<file path="src/rtl/vga_timing_pkg.sv">
// Shared VGA timing presets and elaboration-time helpers for the raster
// timing generator.
package vga_timing_pkg;

    typedef struct packed {
        int unsigned h_display;
        int unsigned h_front;
        int unsigned h_sync;
        int unsigned h_back;
        int unsigned v_display;
        int unsigned v_front;
        int unsigned v_sync;
        int unsigned v_back;
    } vga_mode_t;

    localparam vga_mode_t VGA_640x480 = '{
        h_display: 640, h_front: 16, h_sync: 96, h_back: 48,
        v_display: 480, v_front: 10, v_sync: 2,  v_back: 33
    };

    localparam vga_mode_t SVGA_800x600 = '{
        h_display: 800, h_front: 40, h_sync: 128, h_back: 88,
        v_display: 600, v_front: 1,  v_sync: 4,   v_back: 23
    };

    // Ceiling log2, never below 1 so a counter of one state still gets a bit.
    function automatic int unsigned clog2(input int unsigned value);
        int unsigned result;
        int unsigned span;
        result = 0;
        span   = 1;
        while (span < value) begin
            span   = span << 1;
            result = result + 1;
        end
        return (result == 0) ? 1 : result;
    endfunction

endpackage

</file>
<file path="src/rtl/pixel_tick_div.sv">
// Pixel clock enable: one tick every CLK_DIV system clocks while enabled;
// the divider phase is held when enable drops.
module pixel_tick_div
    import vga_timing_pkg::*;
#(
    parameter int unsigned CLK_DIV = 2
) (
    input  logic clk_i,
    input  logic reset_i,
    input  logic enable_i,
    output logic tick_o
);

    localparam int unsigned   DW       = clog2(CLK_DIV);
    localparam logic [DW-1:0] DIV_LAST = DW'(CLK_DIV - 1);

    logic [DW-1:0] div_cnt_q;
    logic [DW-1:0] div_cnt_d;
    logic          at_last;

    assign at_last = (div_cnt_q == DIV_LAST);
    assign tick_o  = enable_i && at_last;

    always_comb begin
        div_cnt_d = div_cnt_q;
        if (enable_i) begin
            div_cnt_d = at_last ? '0 : div_cnt_q + DW'(1);
        end
    end

    always_ff @(posedge clk_i) begin
        if (reset_i) begin
            div_cnt_q <= '0;
        end else begin
            div_cnt_q <= div_cnt_d;
        end
    end

endmodule

</file>
<file path="src/rtl/vga_timing_gen.sv">
// Parametrised VGA raster timing generator. Every output is registered one
// clock behind the h/v counters, so all outputs stay mutually aligned.
module vga_timing_gen
    import vga_timing_pkg::*;
#(
    parameter int unsigned H_DISPLAY = VGA_640x480.h_display,
    parameter int unsigned H_FRONT   = VGA_640x480.h_front,
    parameter int unsigned H_SYNC    = VGA_640x480.h_sync,
    parameter int unsigned H_BACK    = VGA_640x480.h_back,
    parameter int unsigned V_DISPLAY = VGA_640x480.v_display,
    parameter int unsigned V_FRONT   = VGA_640x480.v_front,
    parameter int unsigned V_SYNC    = VGA_640x480.v_sync,
    parameter int unsigned V_BACK    = VGA_640x480.v_back,
    parameter int unsigned CLK_DIV   = 2,
    parameter logic        HSYNC_POL = 1'b0,
    parameter logic        VSYNC_POL = 1'b0,
    parameter int unsigned FC_W      = 16,
    localparam int unsigned H_TOTAL  = H_DISPLAY + H_FRONT + H_SYNC + H_BACK,
    localparam int unsigned V_TOTAL  = V_DISPLAY + V_FRONT + V_SYNC + V_BACK,
    localparam int unsigned CW       = clog2(H_TOTAL),
    localparam int unsigned CW_V     = clog2(V_TOTAL)
) (
    input  logic            clk_i,
    input  logic            reset_i,
    input  logic            enable_i,
    output logic            hsync_o,
    output logic            vsync_o,
    output logic            video_on_o,
    output logic            p_tick_o,
    output logic [CW-1:0]   pixel_x_o,
    output logic [CW_V-1:0] pixel_y_o,
    output logic            line_end_o,
    output logic            frame_end_o,
    output logic [FC_W-1:0] frame_count_o
);

    if (CLK_DIV < 1 || H_DISPLAY == 0 || H_SYNC == 0 ||
        V_DISPLAY == 0 || V_SYNC == 0) begin : g_param_check
        $fatal(1, "vga_timing_gen: CLK_DIV must be >= 1 and DISPLAY/SYNC fields non-zero");
    end

    localparam logic [CW-1:0]   H_LAST   = CW'(H_TOTAL - 1);
    localparam logic [CW-1:0]   H_VIS    = CW'(H_DISPLAY);
    localparam logic [CW-1:0]   HS_FIRST = CW'(H_DISPLAY + H_FRONT);
    localparam logic [CW-1:0]   HS_LAST  = CW'(H_DISPLAY + H_FRONT + H_SYNC - 1);
    localparam logic [CW_V-1:0] V_LAST   = CW_V'(V_TOTAL - 1);
    localparam logic [CW_V-1:0] V_VIS    = CW_V'(V_DISPLAY);
    localparam logic [CW_V-1:0] VS_FIRST = CW_V'(V_DISPLAY + V_FRONT);
    localparam logic [CW_V-1:0] VS_LAST  = CW_V'(V_DISPLAY + V_FRONT + V_SYNC - 1);

    logic            tick;
    logic            h_end;
    logic            v_end;

    logic [CW-1:0]   h_cnt_q,       h_cnt_d;
    logic [CW_V-1:0] v_cnt_q,       v_cnt_d;
    logic [CW-1:0]   pixel_x_q,     pixel_x_d;
    logic [CW_V-1:0] pixel_y_q,     pixel_y_d;
    logic            hsync_q,       hsync_d;
    logic            vsync_q,       vsync_d;
    logic            video_on_q,    video_on_d;
    logic            p_tick_q,      p_tick_d;
    logic            line_end_q,    line_end_d;
    logic            frame_end_q,   frame_end_d;
    logic [FC_W-1:0] frame_count_q, frame_count_d;

    pixel_tick_div #(
        .CLK_DIV (CLK_DIV)
    ) u_tick_div (
        .clk_i    (clk_i),
        .reset_i  (reset_i),
        .enable_i (enable_i),
        .tick_o   (tick)
    );

    assign h_end = (h_cnt_q == H_LAST);
    assign v_end = (v_cnt_q == V_LAST);

    always_comb begin
        h_cnt_d = h_cnt_q;
        v_cnt_d = v_cnt_q;
        if (tick) begin
            h_cnt_d = h_end ? '0 : h_cnt_q + CW'(1);
            if (h_end) begin
                v_cnt_d = v_end ? '0 : v_cnt_q + CW_V'(1);
            end
        end

        // Outputs sample the counters as they stand before this edge.
        pixel_x_d     = h_cnt_q;
        pixel_y_d     = v_cnt_q;
        video_on_d    = (h_cnt_q < H_VIS) && (v_cnt_q < V_VIS);
        hsync_d       = ((h_cnt_q >= HS_FIRST) && (h_cnt_q <= HS_LAST)) ? HSYNC_POL : ~HSYNC_POL;
        vsync_d       = ((v_cnt_q >= VS_FIRST) && (v_cnt_q <= VS_LAST)) ? VSYNC_POL : ~VSYNC_POL;
        p_tick_d      = tick;
        line_end_d    = tick && h_end;
        frame_end_d   = tick && h_end && v_end;
        frame_count_d = frame_end_q ? frame_count_q + FC_W'(1) : frame_count_q;
    end

    always_ff @(posedge clk_i) begin
        if (reset_i) begin
            h_cnt_q       <= '0;
            v_cnt_q       <= '0;
            pixel_x_q     <= '0;
            pixel_y_q     <= '0;
            video_on_q    <= 1'b0;
            hsync_q       <= ~HSYNC_POL;
            vsync_q       <= ~VSYNC_POL;
            p_tick_q      <= 1'b0;
            line_end_q    <= 1'b0;
            frame_end_q   <= 1'b0;
            frame_count_q <= '0;
        end else begin
            h_cnt_q       <= h_cnt_d;
            v_cnt_q       <= v_cnt_d;
            pixel_x_q     <= pixel_x_d;
            pixel_y_q     <= pixel_y_d;
            video_on_q    <= video_on_d;
            hsync_q       <= hsync_d;
            vsync_q       <= vsync_d;
            p_tick_q      <= p_tick_d;
            line_end_q    <= line_end_d;
            frame_end_q   <= frame_end_d;
            frame_count_q <= frame_count_d;
        end
    end

    assign hsync_o       = hsync_q;
    assign vsync_o       = vsync_q;
    assign video_on_o    = video_on_q;
    assign p_tick_o      = p_tick_q;
    assign pixel_x_o     = pixel_x_q;
    assign pixel_y_o     = pixel_y_q;
    assign line_end_o    = line_end_q;
    assign frame_end_o   = frame_end_q;
    assign frame_count_o = frame_count_q;

endmodule

</file>
<file path="config.mk">
export PLATFORM = sky130hd
export DESIGN_NAME = vga_timing_gen
export DESIGN_NICKNAME = d
export VERILOG_FILES = /design/src/rtl/vga_timing_pkg.sv /design/src/rtl/pixel_tick_div.sv /design/src/rtl/vga_timing_gen.sv
export SDC_FILE = /design/constraint.sdc
export NUM_CORES = 1
export LEC_CHECK = 0
export CORE_UTILIZATION = 50
export DETAILED_ROUTE_END_ITERATION = 7
export GPL_ROUTABILITY_DRIVEN = 1
export GPL_TIMING_DRIVEN = 0
export PLACE_DENSITY = 0.77
export SLEW_MARGIN = 20
export SYNTH_ARGS = -nofsm -noshare
export SYNTH_HDL_FRONTEND = slang
export SYNTH_HIERARCHICAL = 1
export SYNTH_SLANG_ARGS = --single-unit
</file>
<file path="constraint.sdc">
create_clock -name clk_i -period 4.1 [get_ports clk_i]
set_input_delay 0.615 -clock clk_i [delete_from_list [all_inputs] [get_ports clk_i]]
set_output_delay 0.615 -clock clk_i [all_outputs]
set_load 0.005 [all_outputs]
</file>
== After elaboration in Yosys (flattened, before gate mapping) ==
Cells that the tools add are included.

* Word-level logic and storage cells: 36
* Input bits: 3
* Bits in registers: 63
* Output and inout port bits: 42

* $lt $le $gt $ge: 6
* Reduce and logical (&&, ||, !) cells: 7
* Multiplexer cells: 5
* Equal/unequal tests: 2
* Add/sub/neg operators: 4

{| class="wikitable"
|+ Operators with widths
! kind !! number
|-
| $add A10 B1 Y10 const B || 2
|-
| $eq A10 B10 Y1 const B || 2
|-
| $mux W10 || 2
|-
| $add A16 B1 Y16 const B || 1
|-
| $ge A10 B10 Y1 const B || 1
|-
| $ge A10 B9 Y1 const B || 1
|-
| $le A10 B10 Y1 const B || 1
|-
| $le A10 B9 Y1 const B || 1
|-
| $lt A10 B10 Y1 const B || 1
|-
| $lt A10 B9 Y1 const B || 1
|-
| $logic_and A1 B1 Y1 || 6
|-
| $mux W1 || 3
|-
| $reduce_and A2 Y1 || 1
|-
| $add A1 B1 Y1 const B || 1
|}

== Longest topological paths before layout ==
Gate-level depths: netlist of the first run.

* Depth after elaboration: 3
* Depth in mapped cells: 6
* Depth with buffers taken out: 6

== Cells and area by module ==
Netlist of the first run, hierarchy kept.

{| class="wikitable"
|+ By module, submodules not included
! module !! seq. area each (um^2) !! area each (um^2) !! cells an instance !! times used
|-
| vga_timing_gen || 1241.2 || 2417.3 || 258 || 1
|-
| pixel_tick_div || 20.0 || 40.0 || 4 || 1
|}

== Worst setup path before layout of the first run ==
Ideal clock, no wire load.

* Kind: in2reg
* From: in enable_i
* To: reg v_cnt_q[7] (netlist: pixel_y_d[7])
* Required time: 4028 ps
* Setup time: 72 ps
* Buffers on the path: 1
* Data arrival time: 2069 ps
* Path slack: 1959 ps
* Cell stages on the path: 6
* Path through: and2_2 -> clkbuf_1 -> nand4_1 -> or4_4 -> or3_1 -> a21oi_1

* Longest elaborated chain between the ends: 2

{| class="wikitable"
|+ Ends and longest elaborated chain
! item !! RTL line !! source
|-
| start, declared || vga_timing_gen.sv:25 || <nowiki>input logic enable_i,</nowiki>
|-
| $logic_and A1 B1 Y1 || pixel_tick_div.sv:22 || <nowiki>assign tick_o = enable_i && at_last;</nowiki>
|-
| $reduce_and A2 Y1 (no line) || n/a ||
|-
| end signal, assigned || vga_timing_gen.sv:116 || <nowiki>v_cnt_q <= v_cnt_d;</nowiki>
|-
| end, declared || vga_timing_gen.sv:56 || <nowiki>logic [CW_V-1:0] v_cnt_q, v_cnt_d;</nowiki>
|}

No other way between the ends.
A chain may end at the register's enable or synchronous reset.

== Final worst setup path of the first run ==
* From: in enable_i
* To: reg v_cnt_q[0] (netlist: pixel_y_d[0])

* Longest elaborated chain between the ends: 2

{| class="wikitable"
|+ Ends and longest elaborated chain
! item !! RTL line !! source
|-
| $logic_and A1 B1 Y1 || pixel_tick_div.sv:22 ||
|-
| via p_tick_d || vga_timing_gen.sv:62 || <nowiki>logic p_tick_q, p_tick_d;</nowiki>
|-
| $reduce_and A2 Y1 (no line) || n/a ||
|}

The timed path passes the listed nets, and every way through them passes these cells.

==> flow_summary.yaml, run 1 <==
drt:
  routed_wl_mm: 5.057
  ant_nets: 0
  drtPass1Iterations: 4
  via_per_inst: 5.254
  wl_per_cell_um: 13.10
  drc: 0
  drtIter0Drc: 115
  vias: 2028
layout:
  diodes: 0
  layoutNonFillerInstCount: 386
  fin_util_pct: 66.73
  num-fill-cells: 393
  fin_nets: 325
  drive_gt1_share_pct: 6.897
  final_area_mm2: 0.003152
  area_growth_syn_to_layout_pct: 28.26
  multi_input_area_mm2: 0.001121
  seqCellArea_mm2: 0.001261
floorplanning:
  dieArea_mm2: 0.005199
  core_region_area_mm2: 0.004723
  rows: 25
  start_util_pct: 52.03
  dieHeight_um: 72.11
  die_w_um: 72.11
  io_pins: 45
run_status:
  status: "complete, no violations"
grt:
  grt_pass1_vias: 1896
  grt_max_degree: 11
  track_usage_pct: 21.70
  antenna_found_initial: 0
  grt_overflow: 0
  grt_pass1_wl_mm: 8.452
power:
  power.density_mw_per_mm2: 353.7
  leakagePower_nw: 1.082
  total_power_mw: 1.115
  ir_drop_uv: 211.1
timing:
  finalSetupTns_ns: 0
  slew_viol_final: 0
  max_freq_mhz: 389.9
  setup_viol: 0
  worstMarginPinSlew_ns: 0.8383
  finalWorstSetupSlack_ns: 1.535
  skew_ns: 0.009005
  fin_crit_sh_pct: 62.55
  maxSlewHeadroom_pct: 43.60
  report.final.hold_viol_count: 0
  layout_min_cycle_time_ns: 2.565
  rsz0062_at_grt: "false"
  holdWs_ns: 0.4643
setup_path:
  required_ns: 4.31
  critical_path_arrival_ns: 2.77
  endpoint_kind: "flip-flop"
  cp_max_fo: 8
  critical_path_class: "in -> reg"
  startpoint_type: "input port"
yosys:
  synth.top_cell.area_share_pct: 51.32
  synth_area_leaders: "dfxtp_1 51%, nor2_1 5.7%, xnor2_1 5.0%"
  synth_enable_flop_cells: 0
  synth_cells: 262
  synth_warnings: 6
  synth.cell_area_mm2: 0.002457
  async_flop_share_pct: 0
  syn_nets: 270
  ys_seq_area_share_pct: 51.32
  synthDistinctLibCells: 36
  synth_ff_type: "dfxtp_1"
  avgSynthCellArea_um2: 9.379
  yosysTopAreaCell: "dfxtp_1"
  yosys_register_bits: 63
place:
  place_congestion: 0.8379
  dpl.hpwl_mm: 3.522
  dp.cells: 373
  port_buffers: 44
  pre_cts_slack_ns: 1.203
  dpl_cell_area_mm2: 0.002982
clock_network:
  postCtsSetupBuffers: 0
  post_cts_resized: 0
  clk_latency_ns: 0.34
  ctsHtreeMaxLevel: 3
  cts_max_path_buffers: 2
  ctsHoldBuffers: 0
  cts_inserted_buffers: 9
  cts_sinks: 63
  cts-root-buf: "clkbuf_8"
  cts_tree: "yes"
  clk_pin_slew_worst_paths_ns: 0.07
flow_run:
  max_cap_violations: 0
worst_hold_path:
  min_path_type: "reg -> reg"
## area by class of cell
cell class,instances,area share (%)
plain buffers,11,1.548
clock buffers,12,5.240
clock inverters,1,0.1588
inverters,7,0.8337
multi-input cells,181,35.57
flip-flops and latches,63,40.02
well taps,67,2.660
repair buffers,44,13.97
## sequential cells by signal (all words and copies together), names as in the netlist, 10 cells and up
signal and count:
pixel_x_o 10, frame_count_o 16, pixel_y_o 10, h_cnt_q 10, pixel_y_d 10
## cells by family (layout without fill, tap and decap cells)
group	Yosys count	in the layout	share of synthesized area (%)
multiplexers	4	4	1.731
XOR/XNOR	25	25	8.910
adder cells (fa/ha/maj)	5	5	2.546
AO/OA/AOI/OAI	20	20	4.684
buffers and inverters	18	75	3.055
flip-flops	63	63	51.32
AND/OR/NAND/NOR	127	127	27.75
## power breakdown
group          leakage (nW)  switching (mW)  internal [mW]
Combinational         0.484          0.0174         0.0107
Sequential            0.508         0.00237          0.616
Clock                0.0902           0.211          0.257
## routing by layer
layer	up-vias	share of wire, %	GRT usage (%)
met1	952	45	26.12
met5	-	0	0
met3	10	4.8	7.639
met2	56	48	33.75
met4	0	2.6	12.20
li1	1010	-	-
## cells in the mapped netlist (all sizes together) (5+ instances only)
cell type	instances
a21oi	9
clkbuf	9
dfxtp	63
ha	5
inv	7
nand2	12
nand3	14
nand4	12
nor2	37
nor2b	17
nor3	9
o21ai	6
xnor2	14
xor2	11
## worst max-delay path: stages
cell and delay, ns:
clkdlybuf4s50_1 0.51, and2_2 0.15, clkbuf_1 0.27, and3_1 0.30
nand3_1 0.22, o21bai_1 0.59, nor2_1 0.11
## path summary, 6_finish.rpt
check | slack, ns | start | end | depth (start not counted)
max | 1.54 | enable_i | pixel_y_d[0] | 7
min | 0.46 | h_cnt_q[9] | hsync_o | 1
max reg2reg | 1.99 | u_tick_div/at_last | pixel_y_d[0] | 6
min reg2reg | 0.46 | h_cnt_q[9] | hsync_o | 1
## cells in the final DEF (no fill, tap or decap), types with 2 or more instances in the layout
master	instances
and3_1	2
nor2_1	37
mux2i_1	2
clkdlybuf4s50_1	44
and4_1	2
o21ai_0	6
nand4_1	12
clkbuf_8	12
or3_1	4
ha_1	5
nor3_1	9
nand3_1	14
clkbuf_1	9
nand2b_1	3
mux2_2	2
inv_1	7
a21oi_1	9
o31ai_1	2
nor4_1	4
dfxtp_1	63
or4_1	3
xnor2_1	14
nor2b_1	17
nand2_1	12
xor2_1	11
(Power assumes the default switching activity.)
==> run 2: changes to the inputs <==
--- a/config.mk
+++ b/config.mk
@@ -5,11 +5,11 @@
 export SDC_FILE = /design/constraint.sdc
 export NUM_CORES = 1
 export LEC_CHECK = 0
-export CORE_UTILIZATION = 50
+export CORE_UTILIZATION = 46
 export DETAILED_ROUTE_END_ITERATION = 7
 export GPL_ROUTABILITY_DRIVEN = 1
 export GPL_TIMING_DRIVEN = 0
-export PLACE_DENSITY = 0.77
+export PLACE_DENSITY = 0.74
 export SLEW_MARGIN = 20
 export SYNTH_ARGS = -nofsm -noshare
 export SYNTH_HDL_FRONTEND = slang
==> constraint.sdc (replaced) <==
create_clock -name clk_i -period 2.2 [get_ports clk_i]
set_input_delay 0.33 -clock clk_i [delete_from_list [all_inputs] [get_ports clk_i]]
set_output_delay 0.33 -clock clk_i [all_outputs]
set_load 0.005 [all_outputs]
==> flow_summary.yaml, run 2 (synthesis gave the netlist of run 1 again) <==
clock_network:
  ctsHoldBuffers: 0
  cts_inserted_buffers: 9
  cts-root-buf: "clkbuf_8"
  cts_sinks: 63
  ctsHtreeMaxLevel: 3
  postCtsSetupBuffers: 0
  clk_pin_slew_worst_paths_ns: 0.07
  cts_tree: "yes"
  cts_max_path_buffers: 2
  clk_latency_ns: 0.34
floorplanning:
  die_w_um: 75.09
  dieArea_mm2: 0.005639
  dieHeight_um: 75.09
  core_region_area_mm2: 0.005140
  start_util_pct: 47.81
  io_pins: 45
  rows: 26
place:
  port_buffers: 44
  place_congestion: 0.8063
  dpl.hpwl_mm: 3.586
  dpl_cell_area_mm2: 0.002985
  pre_cts_slack_ns: -0.3913
grt:
  grt_pass1_vias: 1860
  grt_max_degree: 11
  grt_overflow: 0
  grt_pass1_wl_mm: 8.349
  antenna_found_initial: 0
  track_usage_pct: 20.23
setup_path:
  rrSetupSlack_ns: 0.15
  critical_path_class: "reg -> reg"
  rr_startpoint: "h_cnt_q[4]"
  critPathSlowestCell: "or4_4"
  crit_path_max_incr_delay_ns: 0.63
  worstPathBufferInverterCount: 1
  endpoint_kind: "flip-flop"
  reg2reg_to: "pixel_y_d[9]"
  rr_worst_depth: 5
  startpoint_type: "flip-flop"
  required_ns: 2.47
  critPathTopFamily: "simple AND/OR/NAND/NOR gates"
  setup.worst_path.start: "h_cnt_q[4]"
  cp_max_fo: 8
  critical_path_arrival_ns: 2.32
  crit_chain: "clkbuf_1, nand4b_1, or4_4, or3_1, a21oi_1"
layout:
  diodes: 0
  final_area_mm2: 0.003228
  area_growth_syn_to_layout_pct: 31.36
  largest_register_ffs: 16
  final_cell_mix: "63 x dfxtp_1, 44 x clkdlybuf4s50_1, 37 x nor2_1, 17 x nor2b_1"
  final_common_cell: "dfxtp_1"
  drive_gt1_share_pct: 7.788
  fin_nets: 324
  num-fill-cells: 482
worst_hold_path:
  min_to: "hsync_o"
  holdPathStages: 1
  min_path_type: "reg -> reg"
  holdCritStartpoint: "h_cnt_q[9]"
drt:
  vias: 2006
  wl_per_cell_um: 13.08
  ant_nets: 0
  routed_wl_mm: 5.113
  drtPass1Iterations: 4
  drtIter0Drc: 82
  via_per_inst: 5.130
  drc: 0
power:
  ir_drop_uv: 521.2
  clock_power_share_pct: 49.4
  p_int_mw: 1.930
  p_switching_uw: 448.9
  power_frac_seq_pct: 48.4
  combPwrFrac_pct: 2.2
  leakagePower_nw: 1.117
  swShare_pct: 18.87
  power.density_mw_per_mm2: 736.9
timing:
  slew_viol_final: 0
  max_freq_mhz: 487.1
  finalWorstSetupSlack_ns: 0.1472
  layout_min_cycle_time_ns: 2.053
  report.final.hold_viol_count: 0
  worstMarginPinSlew_ns: 0.6853
  fin_crit_sh_pct: 93.31
  maxSlewHeadroom_pct: 53.89
  skew_ns: 0.009626
  setup_viol: 0
  rsz0062_at_grt: "false"
flow_run:
  max_cap_violations: 0
run_status:
  status: "complete, no violations"
-- run 2: cell count changes in the layout (fill, tap and decap cells not counted) --
| cell | delta |
|---|---|
| bufinv_16 | +2 |
| clkbuf_8 | +1 |
| clkinv_2 | -1 |
| o21bai_1 | -1 |
| o21bai_2 | +1 |
-- run 2: worst reg2reg max path, stage by stage, from the launching register on --
cell and delay, ns:
dfxtp_1 0.30, clkbuf_1 0.29, nand4b_1 0.25, or4_4 0.63, or3_1 0.37, a21oi_1 0.15
-- run 2: area by class of cell --
type	count	area, um^2	area share (%)
sequential	63	1261	39.07
tap	70	87.58	2.713
buffer	10	45.04	1.395
timing repair buffer	44	440.4	13.64
inverter	7	26.28	0.8140
multi-input combinational	181	1125	34.84
clock buffer	14	182.7	5.659
clock inverter	2	60.06	1.860
-- run 2: worst max-delay path by stage --
stage / endpoint / cells past startpoint
floorplan: pixel_y_d[7] / 5
global placement: pixel_y_d[9] / 7
detailed placement: pixel_y_d[6] / 7
CTS: pixel_y_d[7] / 5
global route: pixel_y_d[9] / 5
finish: pixel_y_d[9] / 5
-- run 2: layer usage --
metal  part of all wire, %  wire, um  track usage (%)
met5                     0         0                0
met4                   2.2       114            11.74
met3                   3.5       181            4.016
met2                    49      2496            34.43
met1                    45      2321            23.67
-- run 2: power groups by stage --
stage | combinational (mW) | clock [mW] | sequential [mW]
after floorplan | 0.0299 | 0 | 1.18
after global placement | 0.0518 | 0 | 1.18
after detailed placement | 0.0519 | 0 | 1.18
after CTS | 0.0522 | 1.20 | 1.15
after global routing | 0.0568 | 1.25 | 1.15
final | 0.0522 | 1.17 | 1.15
-- run 2: repair_timing --
action	in CTS	in global routing
gates resized for setup	0	1
endpoints found under the setup margin	8	7
pin swaps	0	0
-- run 2: per-stage QoR --
stage / std cells / hold slack [ns] / util [%] / setup TNS (ns) / power (mW)
after CTS: 391 / 0.4859 / 62.73 / 0 / 2.407
after global routing: 391 / 0.5003 / 62.80 / 0 / 2.462
after global placement: 376 / 0.4600 / 58.08 / -3.692 / 1.229
after floorplan: 262 / 0.4024 / - / 0 / 1.206
after detailed placement: 376 / 0.4661 / 58.08 / -3.914 / 1.229
final: 391 / 0.4852 / 62.80 / 0 / 2.379
